`config.mk`:
```
export PLATFORM = sky130hd
export DESIGN_NAME = isa_bus_master
export DESIGN_NICKNAME = d
export VERILOG_FILES = /design/src/rtl/isa_bus_master_pkg.sv /design/src/rtl/isa_bus_master.sv
export SDC_FILE = /design/constraint.sdc
export NUM_CORES = 1
export LEC_CHECK = 0
export CAP_MARGIN = 20
export CORE_ASPECT_RATIO = 0.7
export CORE_MARGIN = 1.5
export CORE_UTILIZATION = 47
export CTS_CLUSTER_SIZE = 20
export DETAILED_ROUTE_END_ITERATION = 10
export GPL_ROUTABILITY_DRIVEN = 0
export HOLD_SLACK_MARGIN = 0.03
export PLACE_DENSITY = 0.8
export SYNTH_ARGS = -nofsm -noshare
export SYNTH_HDL_FRONTEND = slang
export SYNTH_SLANG_ARGS = --single-unit
```
`constraint.sdc`:
```
create_clock -name clk -period 2.5 [get_ports clk]
set_input_delay 0.25 -clock clk [delete_from_list [all_inputs] [get_ports clk]]
set_output_delay 0.25 -clock clk [all_outputs]
set_load 0.05 [all_outputs]
```
`src/rtl/isa_bus_master_pkg.sv`:
```
// Shared types for the ISA bus initiator: FSM states, cycle-type encoding
// and the width of the shared phase counter.
package isa_pkg;

  localparam int CNT_W = 8;

  typedef enum logic [2:0] {
    IDLE,
    SETUP,
    STROBE,
    WAIT,
    HOLD
  } state_t;

  // {io, write}
  typedef enum logic [1:0] {
    CYC_MEMR = 2'b00,
    CYC_MEMW = 2'b01,
    CYC_IOR  = 2'b10,
    CYC_IOW  = 2'b11
  } cyc_t;

  // Phases last N cycles and leave on counter==0, so the load value is N-1.
  function automatic logic [CNT_W-1:0] cnt_load(input int unsigned cycles);
    return (cycles == 0) ? '0 : CNT_W'(cycles - 1);
  endfunction

endpackage

```
`src/rtl/isa_bus_master.sv`:
```
// ISA bus initiator: runs one host request as an I/O or memory cycle with
// address setup, stretchable strobe (IOCHRDY) and address/data hold.
//
// state  | meaning
// IDLE   | AEN high, host may issue a request
// SETUP  | address/AEN/write data valid, strobe still high
// STROBE | selected strobe low for the minimum width
// WAIT   | strobe stretched while IOCHRDY is low, optional timeout
// HOLD   | strobe high, address/data still driven
module isa_bus_master
  import isa_pkg::*;
#(
  parameter int unsigned ADDR_SETUP    = 2,
  parameter int unsigned STROBE_CYCLES = 8,
  parameter int unsigned HOLD_CYCLES   = 2,
  parameter int unsigned RDY_TIMEOUT   = 255
) (
  input  logic        clk,
  input  logic        reset_l,
  input  logic        req_valid,
  output logic        req_ready,
  input  logic        req_write,
  input  logic        req_io,
  input  logic [19:0] req_addr,
  input  logic [7:0]  req_wdata,
  output logic        resp_valid,
  output logic [7:0]  resp_rdata,
  output logic        resp_timeout,
  output logic [19:0] bus_a,
  output logic        bus_aen,
  output logic        bus_ior_l,
  output logic        bus_iow_l,
  output logic        bus_memr_l,
  output logic        bus_memw_l,
  output logic [7:0]  bus_d_out,
  output logic        bus_d_oe,
  input  logic [7:0]  bus_d_in,
  input  logic        bus_rdy
);

  localparam logic [CNT_W-1:0] SETUP_LD  = cnt_load(ADDR_SETUP);
  localparam logic [CNT_W-1:0] STROBE_LD = cnt_load(STROBE_CYCLES);
  localparam logic [CNT_W-1:0] HOLD_LD   = cnt_load(HOLD_CYCLES);
  localparam logic [CNT_W-1:0] WAIT_LD   = cnt_load(RDY_TIMEOUT);
  localparam logic             TO_EN     = (RDY_TIMEOUT != 0);

  state_t           state_q, state_d;
  logic [CNT_W-1:0] cnt_q, cnt_d;
  cyc_t             cyc_q, cyc_d;
  logic [19:0]      addr_q, addr_d;
  logic [7:0]       wdata_q, wdata_d;
  logic [7:0]       cap_q, cap_d;
  logic             to_flag_q, to_flag_d;
  logic             resp_valid_q, resp_valid_d;
  logic [7:0]       resp_rdata_q, resp_rdata_d;
  logic             resp_timeout_q, resp_timeout_d;
  logic             rst_done_q;
  logic             strobe_on;

  always_ff @(posedge clk or negedge reset_l) begin
    if (!reset_l) begin
      state_q        <= IDLE;
      cnt_q          <= '0;
      cyc_q          <= CYC_MEMR;
      addr_q         <= '0;
      wdata_q        <= '0;
      cap_q          <= '0;
      to_flag_q      <= 1'b0;
      resp_valid_q   <= 1'b0;
      resp_rdata_q   <= '0;
      resp_timeout_q <= 1'b0;
      rst_done_q     <= 1'b0;
    end else begin
      state_q        <= state_d;
      cnt_q          <= cnt_d;
      cyc_q          <= cyc_d;
      addr_q         <= addr_d;
      wdata_q        <= wdata_d;
      cap_q          <= cap_d;
      to_flag_q      <= to_flag_d;
      resp_valid_q   <= resp_valid_d;
      resp_rdata_q   <= resp_rdata_d;
      resp_timeout_q <= resp_timeout_d;
      rst_done_q     <= 1'b1;
    end
  end

  always_comb begin
    state_d        = state_q;
    cnt_d          = cnt_q;
    cyc_d          = cyc_q;
    addr_d         = addr_q;
    wdata_d        = wdata_q;
    cap_d          = cap_q;
    to_flag_d      = to_flag_q;
    resp_valid_d   = 1'b0;
    resp_rdata_d   = resp_rdata_q;
    resp_timeout_d = resp_timeout_q;

    unique case (state_q)
      IDLE: begin
        if (req_valid && req_ready) begin
          cyc_d     = cyc_t'({req_io, req_write});
          addr_d    = req_addr;
          wdata_d   = req_wdata;
          to_flag_d = 1'b0;
          cnt_d     = SETUP_LD;
          state_d   = SETUP;
        end
      end
      SETUP: begin
        if (cnt_q == '0) begin
          cnt_d   = STROBE_LD;
          state_d = STROBE;
        end else begin
          cnt_d = cnt_q - 1'b1;
        end
      end
      STROBE: begin
        if (cnt_q != '0) begin
          cnt_d = cnt_q - 1'b1;
        end else if (bus_rdy) begin
          cap_d   = cyc_q[0] ? 8'h00 : bus_d_in;
          cnt_d   = HOLD_LD;
          state_d = HOLD;
        end else begin
          cnt_d   = WAIT_LD;
          state_d = WAIT;
        end
      end
      WAIT: begin
        // Timeout still captures whatever is on the bus so the host sees a defined value.
        if (bus_rdy || (TO_EN && cnt_q == '0)) begin
          cap_d     = cyc_q[0] ? 8'h00 : bus_d_in;
          to_flag_d = !bus_rdy;
          cnt_d     = HOLD_LD;
          state_d   = HOLD;
        end else begin
          cnt_d = cnt_q - 1'b1;
        end
      end
      HOLD: begin
        if (cnt_q == '0) begin
          resp_valid_d   = 1'b1;
          resp_rdata_d   = cap_q;
          resp_timeout_d = to_flag_q;
          state_d        = IDLE;
        end else begin
          cnt_d = cnt_q - 1'b1;
        end
      end
      default: state_d = IDLE;
    endcase
  end

  // Strobes decode straight from the state flop so reset raises them immediately.
  assign strobe_on    = (state_q == STROBE) || (state_q == WAIT);
  assign bus_memr_l   = !(strobe_on && cyc_q == CYC_MEMR);
  assign bus_memw_l   = !(strobe_on && cyc_q == CYC_MEMW);
  assign bus_ior_l    = !(strobe_on && cyc_q == CYC_IOR);
  assign bus_iow_l    = !(strobe_on && cyc_q == CYC_IOW);
  assign bus_aen      = (state_q == IDLE);
  assign bus_a        = addr_q;
  assign bus_d_out    = wdata_q;
  assign bus_d_oe     = (state_q != IDLE) && cyc_q[0];
  assign req_ready    = (state_q == IDLE) && rst_done_q;
  assign resp_valid   = resp_valid_q;
  assign resp_rdata   = resp_rdata_q;
  assign resp_timeout = resp_timeout_q;

endmodule

```
* Word-level counts from Yosys, hierarchy flattened *
Index checks and enable logic that the tools add are counted.

storage, ports and cells
  latch bits = 0
  bits of input ports = 42
  bits in registers = 61
  memories = 0
  ROM bits = 0
  memory bits (writable) = 0
  word-level logic and storage cells = 78

cells by class
  muxes and demuxes = 24
  reductions and logical operators = 28
  equal/unequal tests = 14
  shift operators = 0
  magnitude comparators = 0
  bitwise operators = 0
  multipliers = 0
  add/subtract/negate cells = 1
  div/mod/pow operators = 0

operator list
  operator                                          count
  2-to-1 mux 8 bit                                  10
  case mux 8 bit (5 select lines)                   1
  2-to-1 mux 3 bit                                  6
  case mux 8 bit (2 select lines)                   1
  case mux 3 bit (5 select lines)                   1
  != test 2 bit, second input constant              6
  zero test 8 bit                                   1
  nonzero test 8 bit                                1
  subtractor 8 x 1 -> 8 bit, second input constant  1
  logical AND 1 bit                                 7
  == test 3 x 2 -> 1 bit, second input constant     2
  AND reduction 3 bit                               2
  zero test 1 bit                                   5
  AND reduction 5 bit                               1
  nonzero test 5 bit                                1
  == test 2 bit, second input constant              2
  2-to-1 mux 1 bit                                  4
  AND reduction 2 bit                               2
  AND reduction 4 bit                               1
  nonzero test 2 bit                                2
  == test 3 x 1 -> 1 bit, second input constant     1
  == test 3 bit, second input constant              1
  zero test 3 bit                                   1
  nonzero test 3 bit                                1
  other kinds (5)                                   6

* Depth between registers and ports, before layout *
Gate-level depths: netlist of the first run.

  word-level depth = 5
  depth in mapped cells = 8
  gate-level depth less buffers = 7

* Worst setup path after synthesis of the first run *
Ideal clock, no wire load.

  path type = register -> register
  from = reg cnt_q[0]
  to = reg cap_q[0]
  cell stages (with the launch flop) = 8
  path slack = 0.428 ns
  path buffers = 0
  data arrival time = 1.947 ns
  required time = 2.375 ns
  cell sequence = dfrtp_1 -> inv_1 -> ha_1 -> or3b_2 -> or2_4 -> o21ai_4 -> nand2_4 -> mux2_4

on the way
  longest elaborated chain between the ends = 4
  elaborated cells between the ends (all ways) = 6

ends and longest elaborated chain
  element                            RTL line               text
  start, declared                    isa_bus_master.sv:48   logic [CNT_W-1:0] cnt_q, cnt_d;
  start signal, assigned             isa_bus_master.sv:75   cnt_q <= cnt_d;
  zero test 8 bit                    isa_bus_master.sv:133  if (bus_rdy || (TO_EN && cnt_q == '0)) begin
  logical OR 1 bit                   isa_bus_master.sv:133
  != test 2 bit (no line)            --
  AND reduction 4 bit (no line) (*)  --
  end signal, assigned               isa_bus_master.sv:79   cap_q <= cap_d;
  end, declared                      isa_bus_master.sv:52   logic [7:0] cap_q, cap_d;

Mark *: on every way between the ends. The rest lies on a longest branch, timed or not.
A chain may end at the register's enable or synchronous reset.

* Worst setup path in the final report of the first run *
  from = reg state_q[2]
  to = out bus_d_oe

on the way
  longest elaborated chain between the ends = 2

ends and longest elaborated chain
  element                 RTL line               text
  start, declared         isa_bus_master.sv:47   state_t state_q, state_d;
  start signal, assigned  isa_bus_master.sv:74   state_q <= state_d;
  nonzero test 3 bit      isa_bus_master.sv:165  assign bus_d_oe = (state_q != IDLE) && cyc_q[0];
  logical AND 1 bit       isa_bus_master.sv:165
  end, declared           isa_bus_master.sv:36   output logic bus_d_oe,

Every way passes these cells.

==> reports/metrics.cfg, run 1 <==
[yosys]
syn_inst = 232
ys_ff_latch = 61
synth.avg_cell_area_um2 = 12.2
synth_xor_area_share_pct = 0
yosys-mux-area-fraction_pct = 19.8
yosys.area_share.simple_pct = 12.6
synth_top_family_by_area = multiplexers
synth_fa_ha_area_share_pct = 0.887
syn-num-nets = 276
syn_area_um2 = 2820
ys_types = 41
yosys_warnings = 0
ys_seq_area_share_pct = 54.1
synth-compound-area-share_pct = 9.32

[floorplanning]
initial_utilization_pct = 49.0
die_height_um = 67.8
core_um2 = 5760
fp.dieW_um = 95.6
die-area_um2 = 6480
fp-row-count = 23
pin_count = 87

[grt]
grt_overflow = 0
grt_pass1_wl_mm = 9.93
first_global_vias = 2084
grt_max_degree = 62
antenna_found_initial = 0
track_usage_pct = 20.8

[finish]
most-common-layout-cells = 82 x clkdlybuf4s50_1, 61 x dfrtp_1, 39 x mux2_2
drive_gt1_share_pct = 24.8
nNetsFinal = 369
diodes = 0
syn_to_final_growth_pct = 40.5
final_common_cell = clkdlybuf4s50_1

[setup_path]
cp_max_fo = 5
r2r_slack_ns = 0.21
crit_path_top_delay_cell = clkdlybuf4s50_1
end_kind = primary output
regToRegEndpoint = cnt_q[2]$_DFFE_PN0P_
critPathRequiredTime_ns = 2.25
crit_path_cell_trace = or3_1 > and2_1 > clkdlybuf4s50_1
worstPathArrival_ns = 2.12
startpoint_type = flop
r2r_start = cnt_q[0]$_DFFE_PN0P_
rr_worst_depth = 7
cp_slowest_stage_delay_ns = 0.70
critPathKind = reg2out

[pwr]
p_int_mw = 2.92
p_leak_nw = 1.76
p_sw_mw = 2.32
p_clk_share_pct = 14.8
ir_worst_vdd_v = 0.000856
swShare_pct = 44.3
power.density_nw_per_um2 = 1320
combPwrFrac_pct = 53.7
seqPwrFrac_pct = 31.5

[routing]
routed_wl_mm = 6.28
drt_iter0_drc = 136
wl_per_cell_um = 15.5
antenna_left = 0
routed_via_density = 5.35
vias = 2165
drc = 0
first_pass_iters = 4

[clock_tree]
cts_tree = built
cts_resized = 0
cts-root-buf = clkbuf_8
post-cts-setup-buffers = 0
cts_hold_buf = 0
clk_pin_slew_worst_paths_ns = 0.07
cts_max_level = 3
clk_latency_ns = 0.33
cts_buffers = 9
cts_sinks = 61
cts_buffer_depth = 2

[placement]
port_buffers = 86
dp_hpwl_mm = 4.51

[sta]
timing.fmax_mhz = 422
post-route-period-util_pct = 94.8
slew_headroom_pct = 49.4
timing.hold.ws_ns = 0.0576
tns_ns = 0
fin_skew_ns = 0.00635
period_minus_slack_ns = 2.37
tightest_slew_ns = 0.759
rsz0062_at_grt = no
setup_viol = 0
hold_viol_final = 0
slew_viol_final = 0

[outcome]
status = finished clean

[hold_path]
hold_class = in2async

[flow_run]
drv_cap = 0

critical path, delay by kind of cell, from the launching register on:
| kind | cells | cell delay, ns |
|---|---|---|
| buf+inv | 1 | 0.70 |
| simple gates | 2 | 0.67 |
| flops | 1 | 0.42 |
cells in the mapped netlist:
| master | count | area share [%] |
|---|---|---|
| or3_1 | 3 | 0.67 |
| nand2_1 | 11 | 1.5 |
| a221o_1 | 2 | 0.71 |
| dfrtp_1 | 61 | 54 |
| nor2b_1 | 11 | 2.4 |
| and3b_1 | 1 | 0.31 |
| nand4_1 | 1 | 0.22 |
| or2_4 | 1 | 0.31 |
| o21ai_2 | 1 | 0.31 |
| a21oi_1 | 3 | 0.53 |
| a221oi_1 | 1 | 0.31 |
| nor3_1 | 5 | 0.89 |
| o2111ai_1 | 1 | 0.31 |
| o211ai_1 | 3 | 0.80 |
| conb_1 | 1 | 0.13 |
| nand3_1 | 8 | 1.4 |
| nand3_2 | 1 | 0.35 |
| a32oi_1 | 1 | 0.31 |
| and2_1 | 2 | 0.44 |
| or3_4 | 1 | 0.40 |
| o21ai_0 | 10 | 1.8 |
| a21boi_0 | 1 | 0.27 |
| or3b_2 | 1 | 0.31 |
| a41oi_1 | 1 | 0.31 |
| a22o_1 | 2 | 0.62 |
| or4_1 | 1 | 0.27 |
| buf_2 | 6 | 1.1 |
| nand2b_1 | 4 | 0.89 |
| o21ai_4 | 1 | 0.58 |
| mux2_2 | 39 | 16 |
| a211oi_1 | 4 | 1.1 |
| nand2_4 | 1 | 0.40 |
| ha_1 | 2 | 0.89 |
| a31oi_1 | 1 | 0.22 |
| inv_1 | 9 | 1.2 |
| nor3b_1 | 2 | 0.53 |
| mux2_4 | 8 | 4.3 |
| nor2_1 | 10 | 1.3 |
| a2bb2oi_1 | 3 | 0.93 |
| clkbuf_1 | 6 | 0.80 |
| o21a_1 | 1 | 0.27 |
worst max path at each step:
stage,depth (start not counted),start,end
after floorplan,7,cnt_q[0]$_DFFE_PN0P_,cap_q[0]$_DFFE_PN0P_
after global placement,7,cnt_q[0]$_DFFE_PN0P_,cap_q[2]$_DFFE_PN0P_
after detailed placement,7,cnt_q[0]$_DFFE_PN0P_,cnt_q[2]$_DFFE_PN0P_
after CTS,3,state_q[2]$_DFFE_PN0P_,bus_d_oe
after global routing,3,state_q[2]$_DFFE_PN0P_,bus_d_oe
final,3,state_q[2]$_DFFE_PN0P_,bus_d_oe
logic make-up (layout without fill, tap and decap cells):
group / after synthesis / after routing
flops: 61 / 61
buf+inv: 21 / 119
simple gates: 64 / 64
other cells: 1 / 1
compound gates: 36 / 36
mux: 47 / 47
fa+ha+maj: 2 / 2
registers in the layout (all words and copies together) (netlist names):
register / cells
cyc_q: 2
bus_d_out: 8
to_flag_q: 1
bus_a: 20
state_q: 3
resp_valid: 1
cnt_q: 8
resp_rdata: 8
resp_timeout: 1
cap_q: 8
rst_done_q: 1
final cells by class:
type / instances / area (µm²)
well taps: 75 / 93.8
repair buffers: 94 / 921
clock buffers: 12 / 155
fillers: 433 / 1790
inverters: 9 / 33.8
flip-flops and latches: 61 / 1530
clock inverters: 4 / 22.5
multi-input cells: 150 / 1210
power by group through the flow:
| stage | logic, mW | registers, mW | clock network (mW) |
|---|---|---|---|
| final | 2.81 | 1.65 | 0.775 |
| after global routing | 2.98 | 1.71 | 0.832 |
| after CTS | 2.82 | 1.65 | 0.795 |
| after detailed placement | 2.81 | 1.66 | 0 |
| after global placement | 2.77 | 1.64 | 0 |
| after floorplan | 1.13 | 2.43 | 0 |
per-layer routing:
layer	vias up	global-route usage (%)	wire length, µm
li1	1011	-	-
met1	1046	27.8	2820
met2	95	29.3	2760
met3	13	8.89	589
met4	0	9.19	105
met5	-	0	0
per-stage QoR:
| step | util (%) | cell area [µm²] | cells | power [mW] | setup slack [ns] |
|---|---|---|---|---|---|
| 6_report | 68.8 | 3960 | 405 | 5.24 | 0.129 |
| 3_3_place_gp | 65.8 | 3780 | 389 | 4.41 | 0.355 |
| 2_1_floorplan | - | 2820 | 232 | 3.57 | 0.428 |
| 5_1_grt | 68.8 | 3960 | 405 | 5.52 | 0.0648 |
| 4_1_cts | 68.8 | 3960 | 405 | 5.27 | 0.122 |
| 3_5_place_dp | 65.8 | 3780 | 389 | 4.47 | 0.254 |
Note: power is estimated with default switching activity, not from simulation.
==> inputs of run 2 (changes only) <==
--- a/config.mk
+++ b/config.mk
@@ -5,15 +5,17 @@
 export SDC_FILE = /design/constraint.sdc
 export NUM_CORES = 1
 export LEC_CHECK = 0
+export ABC_AREA = 1
 export CAP_MARGIN = 20
 export CORE_ASPECT_RATIO = 0.7
 export CORE_MARGIN = 1.5
-export CORE_UTILIZATION = 47
+export CORE_UTILIZATION = 48
 export CTS_CLUSTER_SIZE = 20
 export DETAILED_ROUTE_END_ITERATION = 10
 export GPL_ROUTABILITY_DRIVEN = 0
+export GPL_TIMING_DRIVEN = 1
 export HOLD_SLACK_MARGIN = 0.03
-export PLACE_DENSITY = 0.8
+export PLACE_DENSITY = 0.81
 export SYNTH_ARGS = -nofsm -noshare
 export SYNTH_HDL_FRONTEND = slang
 export SYNTH_SLANG_ARGS = --single-unit
==> run 2 against run 1 <==
Compared with the run above: non-clock buffer count fell by 4; combinational power rose by 34%; critical path type unchanged; highest routed layer unchanged; clock skew rose by 0.0017 ns; maximum frequency rose by 1.4%; sequential power rose by 4%; critical endpoint is now req_ready; largest power group unchanged; final cell count rose by 32%; largest cell class unchanged.
==> reports/metrics.cfg, run 2 <==
[finish]
nNetsFinal = 500  ; was 369
syn_to_final_growth_pct = 37.4  ; was 40.5%
final_util_pct = 70.3  ; was 68.8%
most-common-layout-cells = 155 x nand2_1, 85 x clkdlybuf4s50_1, 61 x dfrtp_1, 28 x inv_1, 20 x nand3_1  ; was 82 x clkdlybuf4s50_1, 61 x dfrtp_1, 39 x mux2_2
largest_register_ffs = 20  ; unchanged
diodes = 0  ; unchanged
drive_gt1_share_pct = 13.7  ; was 24.8%
final_common_cell = nand2_1  ; was clkdlybuf4s50_1

[yosys]
syn-num-nets = 408  ; was 276
synth_most_common_cell = nand2_1  ; was dfrtp_1
synth.avg_cell_area_um2 = 8.25  ; was 12.2 µm²
ys_types = 27  ; was 41
ys_seq_area_share_pct = 50.8  ; was 54.1%
yosys_warnings = 0  ; unchanged
syn_area_um2 = 3000  ; was 2820 µm²
synth_top_area_share_pct = 50.8  ; was 54.1%
syn_inst = 364  ; was 232
synthTopCellsByArea = dfrtp_1 51%, nand2_1 19%, inv_1 3.5%  ; was dfrtp_1 54%, mux2_2 16%, mux2_4 4.3%
synthArstFlopShare_pct = 100  ; unchanged
ys_top_cells_by_count = 155 x nand2_1, 61 x dfrtp_1, 28 x inv_1  ; was 61 x dfrtp_1, 39 x mux2_2, 11 x nand2_1, 11 x nor2b_1
ys.flop_type = dfrtp_1  ; unchanged
synth_edf_count = 0  ; unchanged
ys_ff_latch = 61  ; unchanged
yosysTopAreaCell = dfrtp_1  ; unchanged

[grt]
grt_overflow = 0  ; unchanged
track_usage_pct = 22.2  ; was 20.8%
first_global_vias = 2564  ; was 2084
antenna_found_initial = 0  ; unchanged
grt_pass1_wl_mm = 12.1  ; was 9.93 mm
grt_max_degree = 33  ; was 62

[clock_tree]
cts-root-buf = clkbuf_8  ; unchanged
clk_pin_slew_worst_paths_ns = 0.07  ; about the same
cts_sinks = 61  ; unchanged
cts_resized = 0  ; unchanged
cts_max_level = 3  ; unchanged
clk_latency_ns = 0.32  ; was 0.33 ns
cts_tree = built  ; unchanged
cts_buffers = 9  ; unchanged
cts_buffer_depth = 2  ; unchanged

[sta]
slew_viol_final = 0  ; unchanged
slew_headroom_pct = 61.0  ; was 49.4%
hold_viol_final = 0  ; unchanged
setup_viol = 0  ; unchanged
tns_ns = 0  ; unchanged
timing.fmax_mhz = 428  ; was 422 MHz
setup_ws_ns = 0.162  ; was 0.129 ns
tightest_slew_ns = 0.585  ; was 0.759 ns
period_minus_slack_ns = 2.34  ; was 2.37 ns
post-route-period-util_pct = 93.5  ; was 94.8%
rsz0062_at_grt = no  ; unchanged
fin_skew_ns = 0.00803  ; was 0.00635 ns

[setup_path]
cp_max_fo = 5  ; unchanged
r2r_slack_ns = 0.62  ; was 0.21 ns
r2r_start = cnt_q[0]$_DFFE_PN0P_  ; unchanged
crit_path_top_delay_cell = clkdlybuf4s50_1  ; unchanged
startpoint_type = flop  ; unchanged
worstPathArrival_ns = 2.09  ; was 2.12 ns
end_kind = primary output  ; unchanged
crit_path_cell_trace = inv_2 > nand2_2 > nor2_4 > inv_2 > nor2_4 > clkdlybuf4s50_1  ; was or3_1 > and2_1 > clkdlybuf4s50_1
cp_slowest_stage_delay_ns = 0.82  ; was 0.70 ns
regToRegEndpoint = cap_q[1]$_DFFE_PN0P_  ; was cnt_q[2]$_DFFE_PN0P_
critPathRequiredTime_ns = 2.25  ; about the same
rr_worst_depth = 10  ; was 7
critPathKind = reg2out  ; unchanged

[routing]
wl_per_cell_um = 13.2  ; was 15.5 µm
routed_wl_mm = 7.09  ; was 6.28 mm
first_pass_iters = 5  ; was 4
vias = 2637  ; was 2165
antenna_left = 0  ; unchanged
drc = 0  ; unchanged
drt_iter0_drc = 151  ; was 136
routed_via_density = 4.92  ; was 5.35

[floorplanning]
core_um2 = 5870  ; was 5760 µm²
pin_count = 87  ; unchanged
die-area_um2 = 6750  ; was 6480 µm²
fp.dieW_um = 97.5  ; was 95.6 µm
initial_utilization_pct = 51.2  ; was 49.0%
fp-row-count = 23  ; unchanged
die_height_um = 69.2  ; was 67.8 µm

[pwr]
p_int_mw = 3.22  ; was 2.92 mW
seqPwrFrac_pct = 26.7  ; was 31.5%
ir_worst_vdd_v = 0.000814  ; was 0.000856 V
p_leak_nw = 2.12  ; was 1.76 nW
swShare_pct = 50.1  ; was 44.3%
p_sw_mw = 3.24  ; was 2.32 mW
combPwrFrac_pct = 58.3  ; was 53.7%
p_total_mw = 6.46  ; was 5.24 mW
p_clk_share_pct = 15.1  ; was 14.8%
power.density_nw_per_um2 = 1570  ; was 1320 nW/µm²

[outcome]
status = finished clean  ; unchanged

[placement]
dp_hpwl_mm = 5.30  ; was 4.51 mm
port_buffers = 86  ; unchanged
preCtsSetupSlack_ns = 0.505  ; was 0.254 ns

[hold_path]
hold_class = in2async  ; unchanged

[flow_run]
drv_cap = 0  ; unchanged

==> run 2: cell types whose count changed in the layout (fill, tap and decap cells not counted), moves of 7 or more <==
cell     before  now
buf_4        10    3
inv_1         9   28
inv_2         0    9
mux2_2       39    0
mux2_4        8    0
nand2_1      11  155
nand3_1       8   20
nor2_1        9   18
nor2b_1      11    0
o21ai_2       1    9
==> run 2: through the flow <==
step / hold slack [ns] / instances / area [µm²]
finish: 0.456 / 536 / 4130
global route: 0.453 / 536 / 4130
CTS: 0.441 / 536 / 4130
detailed placement: 0.292 / 519 / 3890
global placement: 0.297 / 519 / 3890
floorplan: -0.0456 / 364 / 3000
==> run 2: how the worst max path moves through the flow <==
stage	from	end	slack, ns
after floorplan	state_q[0]$_DFFE_PN0P_	bus_a[10]$_DFFE_PN0P_	0.60
after global placement	state_q[0]$_DFFE_PN0P_	req_ready	0.55
after detailed placement	state_q[0]$_DFFE_PN0P_	req_ready	0.51
after CTS	state_q[0]$_DFFE_PN0P_	req_ready	0.14
after global routing	state_q[0]$_DFFE_PN0P_	req_ready	0.05
final	state_q[0]$_DFFE_PN0P_	req_ready	0.16
==> run 2: timing repair <==
action,in CTS,in global routing
hold endpoints to repair,25,0
setup buffers,0,0
hold buffers,1,0
==> run 2: power by group through the flow <==
stage               sequential [mW]  combinational (mW)  clock (mW)
floorplan                      2.69                1.72           0
global placement               1.71                3.68           0
detailed placement             1.73                3.76           0
CTS                            1.72                3.77       0.994
global route                   1.78                4.07        1.04
finish                         1.72                3.76       0.973
==> run 2: critical path: cells and delay by family (launching register included) <==
family	cells	cell delay [ns]
flops	1	0.46
simple gates	3	0.32
buf+inv	3	0.99
==> run 2: cell type report <==
type                            count  area (µm²)
Tap cell                           75        93.8
Sequential cell                    61        1530
Clock buffer                       10         138
Timing Repair Buffer               90         888
Clock inverter                      6        86.3
Inverter                           37         139
Fill cell                         463        1750
Multi-Input combinational cell    257        1250
==> run 2: kinds of logic (layout without fill, tap and decap cells) <==
kind of cell | count (synthesis) | after routing | synth area share [%]
simple gates | 218 | 218 | 33.1
flops | 61 | 61 | 50.8
buf+inv | 46 | 143 | 7.42
compound gates | 32 | 32 | 6.50
xor+xnor | 4 | 4 | 1.17
fa+ha+maj | 2 | 2 | 0.833
other cells | 1 | 1 | 0.125
==> run 2: layer usage <==
metal / vias up / part of all wire (%) / wire length (µm) / GRT usage [%]
met3: 13 / 6.5 / 464 / 6.35
met5: - / 0 / 0 / 0
met1: 1230 / 45 / 3200 / 28.7
met4: 0 / 2.1 / 150 / 8.10
li1: 1298 / - / - / -
met2: 96 / 46 / 3270 / 36.0
